**src/rtl/hex_display_pager_pkg.sv**
```systemverilog
// Shared types and defaults for the hex display pager: page-state encoding,
// default dwell/gap lengths and the dwell counter width helper.
package hex_pager_pkg;

    typedef enum logic [1:0] {
        S_LO     = 2'b00,
        S_GAP_HI = 2'b01,
        S_HI     = 2'b10,
        S_GAP_LO = 2'b11
    } pager_state_t;

    localparam int DWELL_DEFAULT = 5_000_000;
    localparam int GAP_DEFAULT   = 500_000;

    // One counter serves both show and gap states, so it is sized for the longer one.
    function automatic int cnt_width(input int dwell, input int gap);
        int longest;
        longest = (dwell > gap) ? dwell : gap;
        return (longest < 2) ? 1 : $clog2(longest);
    endfunction

endpackage

```
**src/rtl/hex_display_pager_if.sv**
```systemverilog
// Word-in / halfword-out bundle between the CPU-side source and the pager.
interface hex_display_pager_if;
    logic [31:0] word_in;
    logic        word_valid;
    logic        freeze;
    logic [15:0] hex_val;
    logic        page;
    logic        blank;

    modport master (
        output word_in, word_valid, freeze,
        input  hex_val, page, blank
    );

    modport slave (
        input  word_in, word_valid, freeze,
        output hex_val, page, blank
    );
endinterface

```
**src/rtl/hex_display_pager_dwell_timer.sv**
```systemverilog
// Terminal-count timer: counts 0..term, pulses expire while at term and
// wraps to zero on that edge; clear restarts the count from zero.
module dwell_timer #(
    parameter int CNT_W = 2
) (
    input  logic             clk,
    input  logic             reset,
    input  logic             clear,
    input  logic [CNT_W-1:0] term,
    output logic             expire
);

    logic [CNT_W-1:0] count_reg;

    assign expire = (count_reg == term);

    always_ff @(posedge clk or posedge reset) begin
        if (reset) begin
            count_reg <= '0;
        end else if (clear || expire) begin
            count_reg <= '0;
        end else begin
            count_reg <= count_reg + CNT_W'(1);
        end
    end

endmodule

```
**src/rtl/hex_display_pager.sv**
```systemverilog
// Snapshots a 32-bit word and pages its low/high halfwords onto hex_val.
// Define HEX_PAGER_BLANK_GAP_EN to insert blank gap states between pages.
module hex_display_pager
    import hex_pager_pkg::*;
#(
    parameter int DWELL_CYCLES = DWELL_DEFAULT,
    parameter int GAP_CYCLES   = GAP_DEFAULT
) (
    input  logic                      clk,
    input  logic                      reset,
    hex_display_pager_if.slave        bus
);

    localparam int               CNT_W      = cnt_width(DWELL_CYCLES, GAP_CYCLES);
    localparam logic [CNT_W-1:0] DWELL_TERM = CNT_W'(DWELL_CYCLES - 1);

    pager_state_t     state_reg;
    logic [31:0]      snap_reg;
    logic [15:0]      hex_reg;
    logic             page_reg;
    logic             capture;
    logic             restart;
    logic             expire;
    logic [CNT_W-1:0] term_cnt;

    assign capture = bus.word_valid && !bus.freeze;
    assign restart = capture && (bus.word_in != snap_reg);

`ifdef HEX_PAGER_BLANK_GAP_EN
    localparam logic [CNT_W-1:0] GAP_TERM = CNT_W'(GAP_CYCLES - 1);
    logic blank_reg;

    assign term_cnt = (state_reg == S_LO || state_reg == S_HI) ? DWELL_TERM : GAP_TERM;
    assign bus.blank = blank_reg;
`else
    assign term_cnt  = DWELL_TERM;
    assign bus.blank = 1'b0;
`endif

    assign bus.hex_val = hex_reg;
    assign bus.page    = page_reg;

    dwell_timer #(
        .CNT_W (CNT_W)
    ) u_dwell_timer (
        .clk    (clk),
        .reset  (reset),
        .clear  (restart),
        .term   (term_cnt),
        .expire (expire)
    );

    // A changed word outranks expiry so the new low half is always shown first.
    always_ff @(posedge clk or posedge reset) begin
        if (reset) begin
            state_reg <= S_LO;
            snap_reg  <= '0;
            hex_reg   <= '0;
            page_reg  <= 1'b0;
`ifdef HEX_PAGER_BLANK_GAP_EN
            blank_reg <= 1'b0;
`endif
        end else begin
            if (capture) begin
                snap_reg <= bus.word_in;
            end
            if (restart) begin
                state_reg <= S_LO;
                hex_reg   <= bus.word_in[15:0];
                page_reg  <= 1'b0;
`ifdef HEX_PAGER_BLANK_GAP_EN
                blank_reg <= 1'b0;
`endif
            end else if (expire) begin
                case (state_reg)
`ifdef HEX_PAGER_BLANK_GAP_EN
                    S_LO: begin
                        state_reg <= S_GAP_HI;
                        blank_reg <= 1'b1;
                    end
                    S_GAP_HI: begin
                        state_reg <= S_HI;
                        hex_reg   <= snap_reg[31:16];
                        page_reg  <= 1'b1;
                        blank_reg <= 1'b0;
                    end
                    S_HI: begin
                        state_reg <= S_GAP_LO;
                        blank_reg <= 1'b1;
                    end
                    default: begin
                        state_reg <= S_LO;
                        hex_reg   <= snap_reg[15:0];
                        page_reg  <= 1'b0;
                        blank_reg <= 1'b0;
                    end
`else
                    S_LO: begin
                        state_reg <= S_HI;
                        hex_reg   <= snap_reg[31:16];
                        page_reg  <= 1'b1;
                    end
                    default: begin
                        state_reg <= S_LO;
                        hex_reg   <= snap_reg[15:0];
                        page_reg  <= 1'b0;
                    end
`endif
                endcase
            end
        end
    end

endmodule

```
**src/flat_wrapper.sv**
```systemverilog
// flat-port wrapper written by rule: the top's interface ports become plain ports
module hex_display_pager_flat import hex_pager_pkg::*;
#(
    parameter int DWELL_CYCLES = DWELL_DEFAULT,
    parameter int GAP_CYCLES   = GAP_DEFAULT
)
  (clk, reset, bus_word_in, bus_word_valid, bus_freeze, bus_hex_val, bus_page, bus_blank);
  hex_display_pager_if bus_i ();
  input  logic clk;
  input  logic reset;
  input wire logic [$bits(bus_i.word_in)-1:0] bus_word_in;
  input wire logic [$bits(bus_i.word_valid)-1:0] bus_word_valid;
  input wire logic [$bits(bus_i.freeze)-1:0] bus_freeze;
  output wire logic [$bits(bus_i.hex_val)-1:0] bus_hex_val;
  output wire logic [$bits(bus_i.page)-1:0] bus_page;
  output wire logic [$bits(bus_i.blank)-1:0] bus_blank;
  assign bus_i.word_in = bus_word_in;
  assign bus_i.word_valid = bus_word_valid;
  assign bus_i.freeze = bus_freeze;
  assign bus_hex_val = bus_i.hex_val;
  assign bus_page = bus_i.page;
  assign bus_blank = bus_i.blank;
  hex_display_pager #(.DWELL_CYCLES(DWELL_CYCLES), .GAP_CYCLES(GAP_CYCLES)) u_core (.clk(clk), .reset(reset), .bus(bus_i));
endmodule
```
**config.mk**
```make
export PLATFORM = sky130hd
export DESIGN_NAME = hex_display_pager_flat
export DESIGN_NICKNAME = d
export VERILOG_FILES = /design/src/rtl/hex_display_pager_pkg.sv /design/src/rtl/hex_display_pager_if.sv /design/src/rtl/hex_display_pager_dwell_timer.sv /design/src/rtl/hex_display_pager.sv /design/src/flat_wrapper.sv
export SDC_FILE = /design/constraint.sdc
export NUM_CORES = 1
export LEC_CHECK = 0
export CORE_MARGIN = 5
export CORE_UTILIZATION = 55
export CTS_BUF_LIST = sky130_fd_sc_hd__clkbuf_4
export CTS_CLUSTER_DIAMETER = 150
export CTS_CLUSTER_SIZE = 24
export DETAILED_ROUTE_END_ITERATION = 8
export HOLD_SLACK_MARGIN = 0.02
export PLACE_DENSITY = 0.8
export SLEW_MARGIN = 20
export SYNTH_ARGS = -nofsm -noshare
export SYNTH_HDL_FRONTEND = slang
export SYNTH_SLANG_ARGS = --single-unit
```
**constraint.sdc**
```tcl
create_clock -name clk -period 3.6 [get_ports clk]
set_input_delay 0.72 -clock clk [delete_from_list [all_inputs] [get_ports clk]]
set_output_delay 0.72 -clock clk [all_outputs]
set_load 0.005 [all_outputs]
```
* Word level (Yosys, flattened, before mapping)
Cells that the tools add are included.
** Operators by class
- Bitwise operators :: 0
- Divide/modulo/power cells :: 0
- Eq/ne operators :: 2
- Reductions and logical operators :: 6
- $lt $le $gt $ge :: 0
- Multiplexer cells :: 10
- $add $sub $neg :: 1
- Multipliers :: 0
- Shifts and indexed selects :: 0
** Operators by type and width (count)
- $mux W16 :: 3
- $ne A32 B32 Y1 :: 1
- $add A23 B1 Y23 const B :: 1
- $eq A23 B23 Y1 const B :: 1
- $mux W23 :: 1
- $mux W2 :: 3
- $mux W1 :: 3
- $logic_and A1 B1 Y1 :: 2
- $logic_not A2 Y1 :: 1
- $reduce_bool A2 Y1 :: 1
- $logic_not A1 Y1 :: 1
- $logic_or A1 B1 Y1 :: 1
** Storage, ports and cells
- Word-level logic and storage cells :: 24
- Output and inout port bits :: 18
- Register bits after elaboration :: 74
- Bits in read-only memories :: 0
- Memories kept :: 0
- RAM bits :: 0
- Latch bits :: 0

* Depth between registers and ports, before layout
- Depth in word-level cells :: 5
- Mapped depth :: 7
- Depth with buffers taken out :: 6

* Hierarchy
A second synthesis with hierarchy kept.
** Second synthesis, totals
- Cells, all modules :: 356
- Area total of the unflattened synthesis :: 3953.8 um^2
** Modules (own cells, without submodules)
- hex_display_pager :: instances 1, area each 2561.2 um^2, cells an instance 207, seq. area each 1226.2 um^2
- dwell_timer :: instances 1, area each 1392.6 um^2, cells an instance 149, seq. area each 575.6 um^2

* Worst setup path before layout
No wires, ideal clock.
- Path kind :: input-to-reg
- Start point :: input bus_word_valid
- End point :: register u_core.hex_reg[10] (netlist: u_core.bus.hex_val[10])
- Stages :: 5
- Buffers on the path :: 2
- Data arrival time :: 1996 ps
- Required time :: 3475 ps
- Library setup time :: 125 ps
- Setup slack :: 1479 ps
- Cells stage by stage :: nor2b_1 clkbuf_1 a21boi_1 clkbuf_1 mux2_2
** On the way
- Longest elaborated chain between the ends :: 3
- Elaborated cells between the ends (all ways) :: 4
- Classes of those cells :: mux: 1; reduce/logical: 3
** Ends and longest elaborated chain
- start, declared :: RTL line flat_wrapper.sv:12 : input wire logic [$bits(bus_i.word_valid)-1:0] bus_word_valid;
- $logic_and A1 B1 Y1 * :: RTL line hex_display_pager.sv:26 : assign capture = bus.word_valid && !bus.freeze;
- $logic_and A1 B1 Y1 * :: RTL line hex_display_pager.sv:27 : assign restart = capture && (bus.word_in != snap_reg);
- $mux W16 or $reduce_bool A2 Y1 (tied branches)
- end signal, assigned :: RTL line hex_display_pager.sv:69 : hex_reg <= bus.word_in[15:0];
- end signal, assigned :: RTL line hex_display_pager.sv:100 : hex_reg <= snap_reg[31:16];
- end signal, assigned :: RTL line hex_display_pager.sv:105 : hex_reg <= snap_reg[15:0];
- end, declared :: RTL line hex_display_pager.sv:19 : logic [15:0] hex_reg;
Mark *: on every way between the ends. The rest lies on a longest branch, timed or not.
A chain may end at the register's enable or synchronous reset.

* Final worst setup path
- Start point :: input bus_word_in[14]
- End point :: register u_core.hex_reg[3] (netlist: u_core.bus.hex_val[3])
** On the way
- Longest elaborated chain between the ends :: 3
- Elaborated cells between the ends (all ways) :: 4
- Classes of those cells :: eq/ne: 1; mux: 1; reduce/logical: 2
** Ends and longest elaborated chain
- start, declared :: RTL line flat_wrapper.sv:11 : input wire logic [$bits(bus_i.word_in)-1:0] bus_word_in;
- $ne A32 B32 Y1 * :: RTL line hex_display_pager.sv:27
- $logic_and A1 B1 Y1 * :: RTL line hex_display_pager.sv:27
- $mux W16 or $reduce_bool A2 Y1 (tied branches)
Marked as above.

==> impl_metrics.toml <==
[clock_tree]
cts_tree = "done"
postCtsSetupBuffers = 0
cts_max_level = 3
clockRootBuffer = "clkbuf_4"
cts-resized-gates = 0
cts_buffers = 9
clkTransAtPathRegs_ns = 0.10
hold_buffers = 0
clk_path_buf_depth = 2
insertion_delay_ns = 0.42
cts_num_sinks = 72

[timing]
setup_ws_ns = 0.9880
worst_slew_pin_slew_ns = 0.6269
timing.slew.headroom = 0.5810
rsz0062_at_grt = "no"
setup_viol = 0
skew_ns = 0.01483
maxSlewViolCount = 0
fin_crit_ns = 2.612
fin_setup_tns_ns = 0
finalHoldViolations = 0
fmax_mhz = 382.9
fin_crit_sh = 0.7255

[worst_setup_path]
cp.required_ns = 3.90
crit_type = "primary input to register"
r2r-end = "u_core.bus.hex_val[14]$_DFFE_PP0P_"
critPathMaxFanout = 20
regToRegSetupSlack_ns = 1.26
worstPathArrival_ns = 2.91
worst-r2r-cell-count = 6
crit_path_end_kind = "register"
regToRegStartpoint = "u_core.u_dwell_timer.count_reg[16]$_DFF_PP0_"
setup.worst_path.start_class = "primary input"

[place]
gp_congestion = 0.7397
portBuffers = 52
pre_cts_slack_ns = 0.5562
hpwl_microns = 5556

[detailed_routing]
wl_microns = 7613
dr.pass1.iters = 4
wire_per_inst_microns = 17.15
drtAntennaViolNets = 0
drc = 0
vias = 2471
first_iter_violations = 101
via_per_inst = 5.565

[status]
status = "completed"

[floorplanning]
core-area_sq_um = 6756
top_level_ports = 54
dieArea_sq_um = 8689
die_h_microns = 93.22
rows = 30
fp.dieW_microns = 93.22
start_util = 0.5637

[logic_synthesis]
syn_area_per_cell_sq_um = 12.53
synthArstFlopShare = 1.000
syn_nets = 341
synth.distinct_cells = 34
yosysWarnings = 0
synth_edf_count = 0
ys_seq_elements = 72
ys_seq_area_frac = 0.4731
syn_inst = 304
syn_area_sq_um = 3809
yosys_most_used_dff = "dfrtp_1"

[hold_path]
holdPathStages = 1
min_to = "u_core.u_dwell_timer.count_reg[0]$_DFF_PP0_"
hp-start = "u_core.u_dwell_timer.count_reg[0]$_DFF_PP0_"
min_path_type = "register to register"

[grt]
grt.total_usage = 0.1941
grt_pass1_wl_microns = 13070
grt_max_degree = 33
grt_pass1_vias = 2696
grt_overflow = 0
antenna_found_initial = 0

[finish]
area_delta_synth_final_pct = 19.32
final_common_cell = "dfrtp_1"
nets = 396
antenna-diode-count = 0
final_cell_mix = "dfrtp_1, mux2_2, clkdlybuf4s50_1"
drive_above_1_share = 0.2940
largest_reg_flops = 32

[power]
p_per_area_nw_per_um2 = 409.8
power_leakage_uw = 0.001790
peakVddDrop_v = 0.0002530
total_power_uw = 1862

[flow_run]
maxCapViolCount = 0
-- cell families (layout without fill, tap and decap cells) --
kind of cell / count (synthesis) / in the layout / share of synthesized area
mux: 80 / 80 / 0.2365
simple gates: 77 / 77 / 0.1347
flops: 72 / 72 / 0.4731
xor+xnor: 54 / 54 / 0.1242
buf+inv: 18 / 78 / 0.02530
fa+ha+maj: 1 / 1 / 0.003285
other cells: 1 / 1 / 0.0009846
compound gates: 1 / 1 / 0.001972
-- Yosys cell counts (3+ instances only) --
cell      number  share of area
clkbuf_1      10         0.0099
mux2_1        14          0.041
xor2_1        12          0.028
buf_6          3         0.0089
nand2_1       11          0.011
nor3_2         8          0.021
nand3_1        4         0.0053
nand4_1       13          0.021
nor3_1        19          0.025
xnor2_1       42          0.097
mux2_2        66           0.20
dfrtp_1       72           0.47
nor2_1         5         0.0049
-- per-layer routing --
metal  track usage  wire length, microns  vias to the layer above
met3       0.03942                   298                        6
met4       0.08059                    94                        0
li1              -                     -                     1185
met2        0.3167                  3698                       48
met5             0                     0                        -
met1        0.2522                  3522                     1232
-- worst max-delay path, stage by stage --
cell and delay [ns]:
clkdlybuf4s50_1 0.52, xnor2_1 0.13, nand4_1 0.17, nor4_1 0.52, a21boi_4 0.28, buf_4 0.28
mux2_2 0.28
-- stage by stage --
step                std cells  utilization  hold WS (ns)  instance area, sq um
finish                    444       0.6726        0.5161                  4544
global placement          428       0.6533        0.4888                  4414
floorplan                 304            -        0.4671                  3809
global route              444       0.6726        0.5530                  4544
CTS                       444       0.6726        0.5181                  4544
detailed placement        428       0.6533        0.5041                  4414
-- worst max-delay path by stage --
| stage | depth (start not counted) | from | slack, ns | to |
|---|---|---|---|---|
| 2_1_floorplan | 1 | reset | 1.06 | u_core.bus.hex_val[0]$_DFFE_PP0P_ |
| 3_3_place_gp | 7 | bus_word_in[19] | 0.60 | u_core.bus.hex_val[3]$_DFFE_PP0P_ |
| 3_5_place_dp | 7 | bus_word_in[14] | 0.56 | u_core.bus.hex_val[3]$_DFFE_PP0P_ |
| 4_1_cts | 7 | bus_word_in[14] | 0.99 | u_core.bus.hex_val[3]$_DFFE_PP0P_ |
| 5_1_grt | 7 | bus_word_in[14] | 0.94 | u_core.bus.hex_val[3]$_DFFE_PP0P_ |
| 6_report | 7 | bus_word_in[14] | 0.99 | u_core.bus.hex_val[3]$_DFFE_PP0P_ |
-- cell type report --
type / count / area [sq um]
fill: 524 / 2212
timing repair buffer: 60 / 580.6
sequential: 72 / 1802
clock buffer: 11 / 82.58
tap: 80 / 100.1
inverter: 2 / 7.507
multi-input combinational: 214 / 1924
clock inverter: 5 / 47.55
-- where the power goes --
group / internal [uW] / total (uW) / switching (uW)
logic: 246 / 382 / 136
registers: 905 / 984 / 79.0
clock network: 221 / 496 / 275
(Power assumes the default switching activity.)
